[src/rtl/mips_pkg.sv]
// Shared definitions for the MIPS-lite decode stage.
//   opcode_e  : 6-bit primary opcode encoding (0x00..0x11 defined).
//   ctrl_t    : control bundle carried in the ID/EX register.
//   ALU_*     : alu_op encodings.
//   *_LSB     : instruction field positions (each register field is 5 bits wide).
//   state_e   : decode-stage run/halt state.
// Control choices for fields not tied to a register write: wb_alu is 1 only for
// ALU results written back; src2_reg is 1 when the second ALU operand is rt
// (R-type ALU ops and beq).
package mips_pkg;

  typedef enum logic [5:0] {
    OP_ADD  = 6'h00, OP_ADDI = 6'h01, OP_SUB  = 6'h02, OP_SUBI = 6'h03,
    OP_MUL  = 6'h04, OP_MULI = 6'h05, OP_OR   = 6'h06, OP_ORI  = 6'h07,
    OP_AND  = 6'h08, OP_ANDI = 6'h09, OP_XOR  = 6'h0A, OP_XORI = 6'h0B,
    OP_LDW  = 6'h0C, OP_STW  = 6'h0D, OP_BZ   = 6'h0E, OP_BEQ  = 6'h0F,
    OP_JR   = 6'h10, OP_HALT = 6'h11
  } opcode_e;

  localparam logic [2:0] ALU_ADD = 3'b000;
  localparam logic [2:0] ALU_SUB = 3'b001;
  localparam logic [2:0] ALU_MUL = 3'b010;
  localparam logic [2:0] ALU_OR  = 3'b011;
  localparam logic [2:0] ALU_AND = 3'b100;
  localparam logic [2:0] ALU_XOR = 3'b101;
  localparam logic [2:0] ALU_BZ  = 3'b110;
  localparam logic [2:0] ALU_BEQ = 3'b111;

  localparam int OPC_LSB = 26;
  localparam int OPC_W   = 6;
  localparam int RS_LSB  = 21;
  localparam int RT_LSB  = 16;
  localparam int RD_LSB  = 11;

  typedef struct packed {
    logic       reg_we;
    logic       mem_we;
    logic       wb_alu;
    logic       src2_reg;
    logic       is_load;
    logic       is_bz;
    logic       is_beq;
    logic       is_jr;
    logic       is_halt;
    logic [2:0] alu_op;
  } ctrl_t;

  typedef enum logic {ST_RUN = 1'b0, ST_HALTED = 1'b1} state_e;

endpackage

[src/rtl/regfile_bypass.sv]
// Architectural register file, 2 read ports, 1 write port.
//   ra_addr/ra_data, rb_addr/rb_data : combinational reads
//   we, wa_addr, wa_data             : write, lands on posedge clk
// r0 always reads 0 and is never written. A read of the register being written
// in the same cycle returns the incoming data (write-through).
module regfile_bypass #(
  parameter int DATA_W  = 32,
  parameter int REG_NUM = 32,
  localparam int RI_W   = $clog2(REG_NUM)
) (
  input  logic              clk,
  input  logic              reset_n,
  input  logic [RI_W-1:0]   ra_addr,
  output logic [DATA_W-1:0] ra_data,
  input  logic [RI_W-1:0]   rb_addr,
  output logic [DATA_W-1:0] rb_data,
  input  logic              we,
  input  logic [RI_W-1:0]   wa_addr,
  input  logic [DATA_W-1:0] wa_data
);

  logic [DATA_W-1:0] regs [REG_NUM];
  logic              wr_en;

  assign wr_en = we && (wa_addr != '0);

  always_ff @(posedge clk or negedge reset_n) begin
    if (!reset_n) begin
      for (int i = 0; i < REG_NUM; i++) regs[i] <= '0;
    end else if (wr_en) begin
      regs[wa_addr] <= wa_data;
    end
  end

  always_comb begin
    ra_data = regs[ra_addr];
    if (ra_addr == '0)                      ra_data = '0;
    else if (wr_en && (wa_addr == ra_addr)) ra_data = wa_data;
  end

  always_comb begin
    rb_data = regs[rb_addr];
    if (rb_addr == '0)                      rb_data = '0;
    else if (wr_en && (wa_addr == rb_addr)) rb_data = wa_data;
  end

endmodule

[src/rtl/id_stage_pipelined.sv]
// Decode stage: register file, instruction decode, load-use stall, ID/EX
// register, halt state machine and instruction-class counters.
//   if_valid/if_instr/id_ready : IF/ID handshake (accept = if_valid & id_ready)
//   ex_flush                   : current IF/ID instruction is wrong-path
//   wb_we/wb_rd/wb_data        : register write from WB
//   idex_*                     : ID/EX register outputs
//   halted, illegal_op         : status; cnt_*: saturating class counters
//
// state      | meaning
// -----------+------------------------------------------------------
// ST_RUN     | normal decode
// ST_HALTED  | halt issued; no more instructions accepted until reset
module id_stage_pipelined
  import mips_pkg::*;
#(
  parameter int DATA_W  = 32,
  parameter int REG_NUM = 32,
  parameter int IMM_W   = 16,
  parameter int CNT_W   = 32,
  localparam int RI_W   = $clog2(REG_NUM)
) (
  input  logic              clk,
  input  logic              reset_n,
  input  logic              if_valid,
  input  logic [31:0]       if_instr,
  output logic              id_ready,
  input  logic              ex_flush,
  input  logic              wb_we,
  input  logic [RI_W-1:0]   wb_rd,
  input  logic [DATA_W-1:0] wb_data,
  output logic              idex_valid,
  output ctrl_t             idex_ctrl,
  output logic [DATA_W-1:0] idex_rs_data,
  output logic [DATA_W-1:0] idex_rt_data,
  output logic [DATA_W-1:0] idex_imm,
  output logic [RI_W-1:0]   idex_rs,
  output logic [RI_W-1:0]   idex_rt,
  output logic [RI_W-1:0]   idex_rd,
  output logic              halted,
  output logic              illegal_op,
  output logic [CNT_W-1:0]  cnt_total,
  output logic [CNT_W-1:0]  cnt_arith,
  output logic [CNT_W-1:0]  cnt_logic,
  output logic [CNT_W-1:0]  cnt_mem,
  output logic [CNT_W-1:0]  cnt_branch
);

  logic [OPC_W-1:0]  op_raw;
  opcode_e           opcode;
  logic [RI_W-1:0]   rs, rt, rd;
  logic [DATA_W-1:0] imm_sext, rf_rs_data, rf_rt_data;
  ctrl_t             dec_ctrl;
  logic              dec_legal, dec_rtype, rs_used, rt_used, imm_en;
  logic [RI_W-1:0]   dec_rd;
  logic              hazard, take;
  state_e            state, state_nxt;

  assign op_raw   = if_instr[OPC_LSB +: OPC_W];
  assign opcode   = opcode_e'(op_raw);
  assign rs       = if_instr[RS_LSB +: RI_W];
  assign rt       = if_instr[RT_LSB +: RI_W];
  assign rd       = if_instr[RD_LSB +: RI_W];
  assign imm_sext = {{(DATA_W-IMM_W){if_instr[IMM_W-1]}}, if_instr[IMM_W-1:0]};

  regfile_bypass #(.DATA_W(DATA_W), .REG_NUM(REG_NUM)) u_regfile (
    .clk     (clk),
    .reset_n (reset_n),
    .ra_addr (rs),
    .ra_data (rf_rs_data),
    .rb_addr (rt),
    .rb_data (rf_rt_data),
    .we      (wb_we),
    .wa_addr (wb_rd),
    .wa_data (wb_data)
  );

  always_comb begin
    dec_ctrl  = '0;
    dec_legal = 1'b1;
    dec_rtype = 1'b0;
    rs_used   = 1'b1;
    rt_used   = 1'b0;
    imm_en    = 1'b1;
    case (opcode)
      OP_ADD, OP_SUB, OP_MUL, OP_OR, OP_AND, OP_XOR: begin
        dec_rtype         = 1'b1;
        rt_used           = 1'b1;
        imm_en            = 1'b0;
        dec_ctrl.reg_we   = 1'b1;
        dec_ctrl.wb_alu   = 1'b1;
        dec_ctrl.src2_reg = 1'b1;
      end
      OP_ADDI, OP_SUBI, OP_MULI, OP_ORI, OP_ANDI, OP_XORI: begin
        dec_ctrl.reg_we = 1'b1;
        dec_ctrl.wb_alu = 1'b1;
      end
      OP_LDW: begin
        dec_ctrl.reg_we  = 1'b1;
        dec_ctrl.is_load = 1'b1;
      end
      OP_STW: begin
        rt_used         = 1'b1;
        dec_ctrl.mem_we = 1'b1;
      end
      OP_BZ:  dec_ctrl.is_bz = 1'b1;
      OP_BEQ: begin
        rt_used           = 1'b1;
        dec_ctrl.is_beq   = 1'b1;
        dec_ctrl.src2_reg = 1'b1;
      end
      OP_JR:  dec_ctrl.is_jr = 1'b1;
      OP_HALT: begin
        rs_used          = 1'b0;
        imm_en           = 1'b0;
        dec_ctrl.is_halt = 1'b1;
      end
      default: begin
        // undefined opcodes read nothing and decode to a bubble
        dec_legal = 1'b0;
        rs_used   = 1'b0;
        imm_en    = 1'b0;
      end
    endcase

    case (opcode)
      OP_SUB, OP_SUBI: dec_ctrl.alu_op = ALU_SUB;
      OP_MUL, OP_MULI: dec_ctrl.alu_op = ALU_MUL;
      OP_OR,  OP_ORI:  dec_ctrl.alu_op = ALU_OR;
      OP_AND, OP_ANDI: dec_ctrl.alu_op = ALU_AND;
      OP_XOR, OP_XORI: dec_ctrl.alu_op = ALU_XOR;
      OP_BZ:           dec_ctrl.alu_op = ALU_BZ;
      OP_BEQ:          dec_ctrl.alu_op = ALU_BEQ;
      default:         dec_ctrl.alu_op = ALU_ADD;
    endcase

    dec_rd = '0;
    if (dec_ctrl.reg_we) dec_rd = dec_rtype ? rd : rt;
  end

  // Loaded value is not available until after EX/MEM, so a consumer directly
  // behind a load must wait one cycle.
  always_comb begin
    hazard = idex_valid && idex_ctrl.is_load && (idex_rd != '0) &&
             ((rs_used && (rs == idex_rd)) || (rt_used && (rt == idex_rd)));
  end

  always_ff @(posedge clk or negedge reset_n) begin
    if (!reset_n) state <= ST_RUN;
    else          state <= state_nxt;
  end

  always_comb begin
    state_nxt = state;
    id_ready  = 1'b0;
    take      = 1'b0;
    case (state)
      ST_RUN: begin
        // flush drains the wrong-path instruction even if it would stall
        id_ready = ex_flush || !hazard;
        take     = if_valid && id_ready && !ex_flush;
        if (take && (opcode == OP_HALT)) state_nxt = ST_HALTED;
      end
      default: state_nxt = ST_HALTED;
    endcase
  end

  assign halted = (state == ST_HALTED);

  always_ff @(posedge clk or negedge reset_n) begin
    if (!reset_n) begin
      idex_valid   <= 1'b0;
      idex_ctrl    <= '0;
      idex_rs_data <= '0;
      idex_rt_data <= '0;
      idex_imm     <= '0;
      idex_rs      <= '0;
      idex_rt      <= '0;
      idex_rd      <= '0;
    end else if (take && dec_legal) begin
      idex_valid   <= 1'b1;
      idex_ctrl    <= dec_ctrl;
      idex_rs_data <= rf_rs_data;
      idex_rt_data <= rf_rt_data;
      idex_imm     <= imm_en ? imm_sext : '0;
      idex_rs      <= rs;
      idex_rt      <= rt;
      idex_rd      <= dec_rd;
    end else begin
      idex_valid   <= 1'b0;
      idex_ctrl    <= '0;
      idex_rs_data <= '0;
      idex_rt_data <= '0;
      idex_imm     <= '0;
      idex_rs      <= '0;
      idex_rt      <= '0;
      idex_rd      <= '0;
    end
  end

  function automatic logic [CNT_W-1:0] sat_inc(input logic [CNT_W-1:0] v);
    return (&v) ? v : v + 1'b1;
  endfunction

  always_ff @(posedge clk or negedge reset_n) begin
    if (!reset_n) begin
      cnt_total  <= '0;
      cnt_arith  <= '0;
      cnt_logic  <= '0;
      cnt_mem    <= '0;
      cnt_branch <= '0;
      illegal_op <= 1'b0;
    end else if (take) begin
      cnt_total <= sat_inc(cnt_total);
      if (!dec_legal) illegal_op <= 1'b1;
      if (op_raw inside {[6'h00:6'h05]}) cnt_arith  <= sat_inc(cnt_arith);
      if (op_raw inside {[6'h06:6'h0B]}) cnt_logic  <= sat_inc(cnt_logic);
      if (op_raw inside {[6'h0C:6'h0D]}) cnt_mem    <= sat_inc(cnt_mem);
      if (op_raw inside {[6'h0E:6'h11]}) cnt_branch <= sat_inc(cnt_branch);
    end
  end

endmodule

[config.mk]
export PLATFORM = sky130hd
export DESIGN_NAME = id_stage_pipelined
export DESIGN_NICKNAME = d
export VERILOG_FILES = /design/src/rtl/mips_pkg.sv /design/src/rtl/regfile_bypass.sv /design/src/rtl/id_stage_pipelined.sv
export SDC_FILE = /design/constraint.sdc
export NUM_CORES = 2
export LEC_CHECK = 0
export ABC_AREA = 0
export ABC_CLOCK_PERIOD_IN_PS = 3300
export BUFFER_PORTS_ARGS = -buffer_cell sky130_fd_sc_hd__buf_2
export CORE_MARGIN = 2
export CORE_UTILIZATION = 55
export DETAILED_ROUTE_END_ITERATION = 8
export GPL_TIMING_DRIVEN = 1
export PLACE_DENSITY = 0.81
export SETUP_SLACK_MARGIN = 0.02
export SYNTH_ARGS = -nofsm -noshare
export SYNTH_HDL_FRONTEND = slang
export SYNTH_HIERARCHICAL = 1
export SYNTH_SLANG_ARGS = --single-unit
[constraint.sdc]
create_clock -name clk -period 3.3 [get_ports clk]
set_input_delay 0.495 -clock clk [delete_from_list [all_inputs] [get_ports clk]]
set_output_delay 0.495 -clock clk [all_outputs]
set_load 0.01 [all_outputs]
# Word level (Yosys, flattened, before mapping)
# Memory sizes are Yosys's and may differ from the RTL's.
# Cells that the tools add are included.
word_totals:
  reg_bits: 1310
  mem_bits_ro: 48
  out_inout_bits: 287
  word_cells: 193
  memories: 1
op_classes:
  add_sub_neg: 5
  order_cmp: 12
  eq_ne: 21
  n_mux: 43
  bitwise_logic: 9
  n_reduce_logical: 46
memory_table:
  columns: ["name", "depth", "word_bits", "rd", "rd_ports_with_merged_regs", "write_ports", "line_no", "source"]
  rows:
  - ["(name not given)", 16, 3, 1, 0, 0, "id_stage_pipelined.sv:125", "case (opcode)"]
ops:
  columns: ["op", "n"]
  rows:
  - ["bitwise mux 1024 bit", 1]
  - ["2-to-1 mux 32 bit", 13]
  - ["binary-select mux 32 bit (select 5 bit)", 2]
  - ["adder 32 x 1 -> 32 bit (second input constant)", 5]
  - ["demux 32 bit (select 5 bit)", 1]
  - ["AND reduction 32 bit", 5]
  - ["equality test 6 x 4 -> 1 bit (second input constant)", 8]
  - ["2-to-1 mux 5 bit", 5]
  - ["equality test 6 x 3 -> 1 bit (second input constant)", 4]
  - ["equality test 5 bit", 4]
  - ["2-to-1 mux 1 bit", 19]
  - [">= comparator 6 bit (second input constant)", 3]
  - ["inverter 5 -> 6 bit", 3]
  - ["OR reduction 18 bit", 1]
  - ["logical AND 1 bit", 17]
  - ["OR reduction 17 bit", 1]
  - ["OR reduction 13 bit", 1]
  - ["equality test 6 x 2 -> 1 bit (second input constant)", 2]
  - ["equality test 6 x 5 -> 1 bit (second input constant)", 2]
  - [">= comparator 6 x 4 -> 1 bit (second input constant)", 2]
  - ["<= comparator 6 x 4 -> 1 bit (second input constant)", 2]
  - ["2-to-1 mux 12 bit", 1]
  - ["AND reduction 3 bit", 4]
  - ["OR reduction 12 bit", 1]
  - ["other kinds (19)", 29]

# Longest topological paths before layout
logic_depth:
  word_depth: 13
  ltp_mapped: 12
  ltp_nobuf: 8

# Hierarchy
# The synthesis kept the hierarchy.
modules_own_cells:
  columns: ["mod", "n_inst", "cells_per_inst", "area_per_inst_um2"]
  rows:
  - ["regfile_bypass", 1, 3968, 55487.0]
  - ["id_stage_pipelined", 1, 993, 11451.0]

# Worst setup path before layout
# OpenSTA, ideal clock, no wires.
synth_timing:
  path_kind: "in2reg"
  start: "in if_instr[27]"
  end: "reg cnt_branch[6]"
  arrival_ns: 2.289
  slack_ns: 0.879
  stages: 11
  path_buffers: 4
  cell_sequence: "buf_4 or4_1 a21oi_1 and4bb_1 o21a_1 buf_6 or3_1 buf_4 buf_6 nor3_1 xor2_1"
synth_between:
  elab_chain_len: 12
  word_cells_on_any_way: 34
  cone_classes: "order compare (2); eq/ne (16); mux (3); reduce/logical (13)"
synth_lines:
  columns: ["item", "line_no", "source"]
  rows:
  - ["start: declaration", "id_stage_pipelined.sv:25", "input logic [31:0] if_instr,"]
  - ["equality test 6 x 5 -> 1 bit (tied with other cells)", "id_stage_pipelined.sv:84", "case (opcode)"]
  - ["OR reduction 17 bit (no source line) / OR reduction 8 bit (equally long branches)", null, null]
  - ["2-to-1 mux 1 bit", "id_stage_pipelined.sv:84", null]
  - ["logical AND 1 bit", "id_stage_pipelined.sv:144", "((rs_used && (rs == idex_rd)) || (rt_used && (rt == idex_rd)));"]
  - ["logical OR 1 bit", "id_stage_pipelined.sv:144", null]
  - ["logical AND 1 bit", "id_stage_pipelined.sv:143", "hazard = idex_valid && idex_ctrl.is_load && (idex_rd != '0) &&"]
  - ["zero test 1 bit", "id_stage_pipelined.sv:159", "id_ready = ex_flush || !hazard;"]
  - ["logical OR 1 bit", "id_stage_pipelined.sv:159", null]
  - ["logical AND 1 bit (2 in series)", "id_stage_pipelined.sv:160", "take = if_valid && id_ready && !ex_flush;"]
  - ["2-to-1 mux 1 bit", "id_stage_pipelined.sv:156", "case (state)"]
  - ["AND reduction 3 bit (no source line) *", null, null]
  - ["end signal: assignment", "id_stage_pipelined.sv:218", "if (op_raw inside {[6'h0E:6'h11]}) cnt_branch <= sat_inc(cnt_branch);"]
  - ["end: declaration", "id_stage_pipelined.sv:45", "output logic [CNT_W-1:0] cnt_branch"]
# Every way passes the cells marked *; elsewhere a longest branch is shown, timed or not.
# A chain may end at the register's enable or synchronous reset.

# Final worst setup path
layout_timing:
  start: "in if_instr[29]"
  end: "out id_ready"
layout_between:
  elab_chain_len: 9
  word_cells_on_any_way: 28
  cone_classes: "eq/ne (16); mux (3); reduce/logical (9)"
layout_lines:
  columns: ["item", "line_no", "source"]
  rows:
  - ["equality test 6 x 5 -> 1 bit (tied with other cells)", "id_stage_pipelined.sv:84", null]
  - ["OR reduction 17 bit (no source line) / OR reduction 8 bit (equally long branches)", null, null]
  - ["2-to-1 mux 1 bit", "id_stage_pipelined.sv:84", null]
  - ["logical AND 1 bit", "id_stage_pipelined.sv:144", null]
  - ["logical OR 1 bit *", "id_stage_pipelined.sv:144", null]
  - ["logical AND 1 bit *", "id_stage_pipelined.sv:143", null]
  - ["zero test 1 bit *", "id_stage_pipelined.sv:159", null]
  - ["logical OR 1 bit *", "id_stage_pipelined.sv:159", null]
  - ["2-to-1 mux 1 bit *", "id_stage_pipelined.sv:156", null]
  - ["end: declaration", "id_stage_pipelined.sv:26", "output logic id_ready,"]
# Marks and branches as above.

==> results.cfg <==
[logic_synthesis]
syn_area_per_cell_sq_um = 13.5
synth_seq_cells = 1294
syn_inst = 4961
synth.area.top_cells = dfrtp_1, mux2_2, mux4_2, mux2i_1, xnor2_1
synthAdderAreaFrac_pct = 0.0935
synth_top_area_share_pct = 48.4
synth-simple-area-share_pct = 6.43
async_flop_share_pct = 100
yosys_warnings = 6
synthMuxAreaShare_pct = 33.8
synth-edff-count = 0
synth_compound_area_share_pct = 5.06
syn_area_sq_um = 66900
yosysSeqAreaShare_pct = 48.4
synth_top_family_by_area = multiplexers
synth_nets = 5040
yosysTopAreaCell = dfrtp_1
synth_xor_area_share_pct = 2.29
synth_cell_types = 74
ys.flop_type = dfrtp_1

[hold_path]
hp-class = input port to flip-flop

[sta]
max_freq_mhz = 311
skew_ns = 0.0292
finalHoldViolCount = 0
fin_crit_ns = 3.22
setup_slack_ns = 0.0836
whs_ns = 0.0189
slew-limit-headroom_pct = 18.9
slew_violations = 0
setup_violations = 0
post-route-period-util_pct = 97.5
tightestPinTransition_ns = 1.21

[routing]
wl_met1_um = 78600
drcViolationCount = 0
vias_per_cell = 6.98
highest_layer = met5
wl_per_cell_um = 31.8
drtPass1Iterations = 6
antenna_left = 0
dr_wl_met2_um = 98500
finalWirelength_um = 223000
route.met3.wl_um = 28200
drt_iter0_drc = 6380
vias = 48894

[clocking]
path_clk_slew_ns = 0.05
tritoncts = yes
cts_max_level = 4
clock-sinks = 1294
cts_root_buffer = clkbuf_16
clock_path_buffers = 3
cts_buffers = 141
clock_latency_ns = 0.77
cts_setup_buffers = 0

[placed_design]
pre_cts_ws_ns = 0.104
portBuffers = 360
gp_congestion = 0.935
dpl.hpwl_um = 141000

[finish]
finish.utilization_pct = 63.5
area_delta_synth_final_pct = 14.2
final_layout_size_suffix_gt1_share_pct = 43.1
nets = 5345

[floorplanning]
dieArea_sq_um = 125000
core_sq_um = 120000
io_pins = 361
dieWidth_um = 353
die_h_um = 353
start_util_pct = 55.6
num_rows = 127

[setup_path]
cp.arrival_ns = 2.72
critPathKind = input port to primary output
start_kind = input port
cp_max_fo = 6
cp.required_ns = 2.80
endpoint_kind = primary output

[grt]
grt.total_usage_pct = 35.4
grt_pass1_vias = 49640
grt_pass1_wl_um = 328000
antenna_found_initial = 27
grt_max_degree = 105
grt_overflow = 0

[power_and_ir_drop]
p_leak_nw = 34.9
powerDensity_nw_per_um2 = 588
total_power_mw = 44.9
ir_drop_uv = 576

[run]
cap_viol_max_count = 0

[outcome]
status = complete, no violations
## synthesized netlist by cell type, drive strengths merged (22+ instances only)
master and number:
and3 50, mux2 1005, nand3 103, xnor2 124, xor2 51, a21oi 69, mux4 364, a22oi 49
mux2i 313, nand4 59, o211ai 23, nand2 110, o22ai 72, nand2b 23, clkbuf 237, buf 262
and2 101, a211oi 40, nor2b 26, nor4 35, nor2 165, o21ai 43, dfrtp 1294, a22o 22
a221oi 67, nor3 95
## layout by cell type, fill, tap and decap left out, types with 10 or more instances in the layout
cell type and count:
o31ai_1 10, buf_12 57, nor3_1 89, o22ai_1 72
and3_1 50, clkbuf_1 23, mux2_2 1005, a211oi_1 39
inv_1 18, clkbuf_8 45, xor2_1 51, nand3_1 103
and2_1 101, o21a_1 11, and4_1 10, a21oi_1 69
clkbuf_16 144, a22oi_1 49, mux4_2 364, diode_2 13
buf_4 230, o21ai_0 39, nor2b_1 22, a221oi_1 67
nand2b_1 23, xnor2_1 124, clkinv_2 18, buf_2 353
a22o_1 22, nand2_2 16, dlygate4sd3_1 16, o211ai_1 23
nor2_4 16, nand2_1 94, nor2_1 147, dfrtp_1 1294
mux2i_1 313, nor4_1 29, nand4_1 59
## cell type report
class / count / area [sq um]
Fill cell: 8530 / 43900
Sequential cell: 1294 / 32400
Multi-Input combinational cell: 3148 / 32200
Timing Repair Buffer: 661 / 4860
Clock buffer: 211 / 4300
Tap cell: 1612 / 2020
Clock inverter: 43 / 569
Inverter: 20 / 75.1
Antenna cell: 13 / 32.5
## worst max-delay path, cell delays in order
cell           delay, ns
dlygate4sd3_1       0.56
buf_2               0.17
or4_1               0.48
a21oi_1             0.21
and4bb_1            0.26
o21a_4              0.21
buf_4               0.14
nor2_1              0.05
buf_2               0.15
## through the flow
stage | cell area, sq um | std cells | TNS [ns]
after detailed placement | 71400 | 6719 | 0
after global placement | 71400 | 6719 | 0
after CTS | 76400 | 6989 | 0
after global routing | 76400 | 6994 | -0.0480
final | 76400 | 7002 | 0
after floorplan | 66900 | 4961 | 0
## flip-flops by register name, indices dropped and copies added (netlist names), 5 cells and up
signal,count
u_regfile/regs,1024
cnt_arith,32
cnt_branch,32
cnt_logic,32
cnt_mem,32
cnt_total,32
idex_rs_data,32
idex_rt_data,32
idex_imm,16
idex_ctrl,12
idex_rd,5
idex_rs,5
idex_rt,5
## timing repair
item,in CTS,in global routing
hold buffers,16,0
gates resized for setup,1,1
endpoints found under the hold margin,67,0
setup endpoints to repair,1,2
pin swaps,0,1
## logic make-up after synthesis
| kind of cell | Yosys count |
|---|---|
| compound gates | 471 |
| flops | 1294 |
| mux | 1682 |
| simple gates | 815 |
| xor+xnor | 175 |
| buf+inv | 519 |
| fa+ha+maj | 5 |
## final timing paths
path	start	to	slack (ns)	cells past startpoint
worst max-delay path	if_instr[29]	id_ready	0.08	9
worst min-delay path	if_instr[11]	idex_imm[11]	0.02	2
worst max register to register	cnt_mem[0]	cnt_mem[19]	0.20	7
worst min register to register	u_regfile/regs[1010]	u_regfile/regs[1010]	0.39	0
max in group asynchronous	reset_n	u_regfile/regs[11]	1.99	4
min in group asynchronous	reset_n	cnt_total[12]	0.26	2
## layer usage
metal	global-route usage, %	up-vias
met4	23.5	28
li1	-	19234
met5	0	-
met1	44.1	24986
met2	52.6	3634
met3	12.2	1012
## where the power goes
group          internal [mW]  switching, mW  total (mW)
clock network           9.75           6.75        16.5
logic                   4.51           3.52        8.03
registers               18.4           2.02        20.4
No activity file was read; power rests on OpenSTA's default activity.
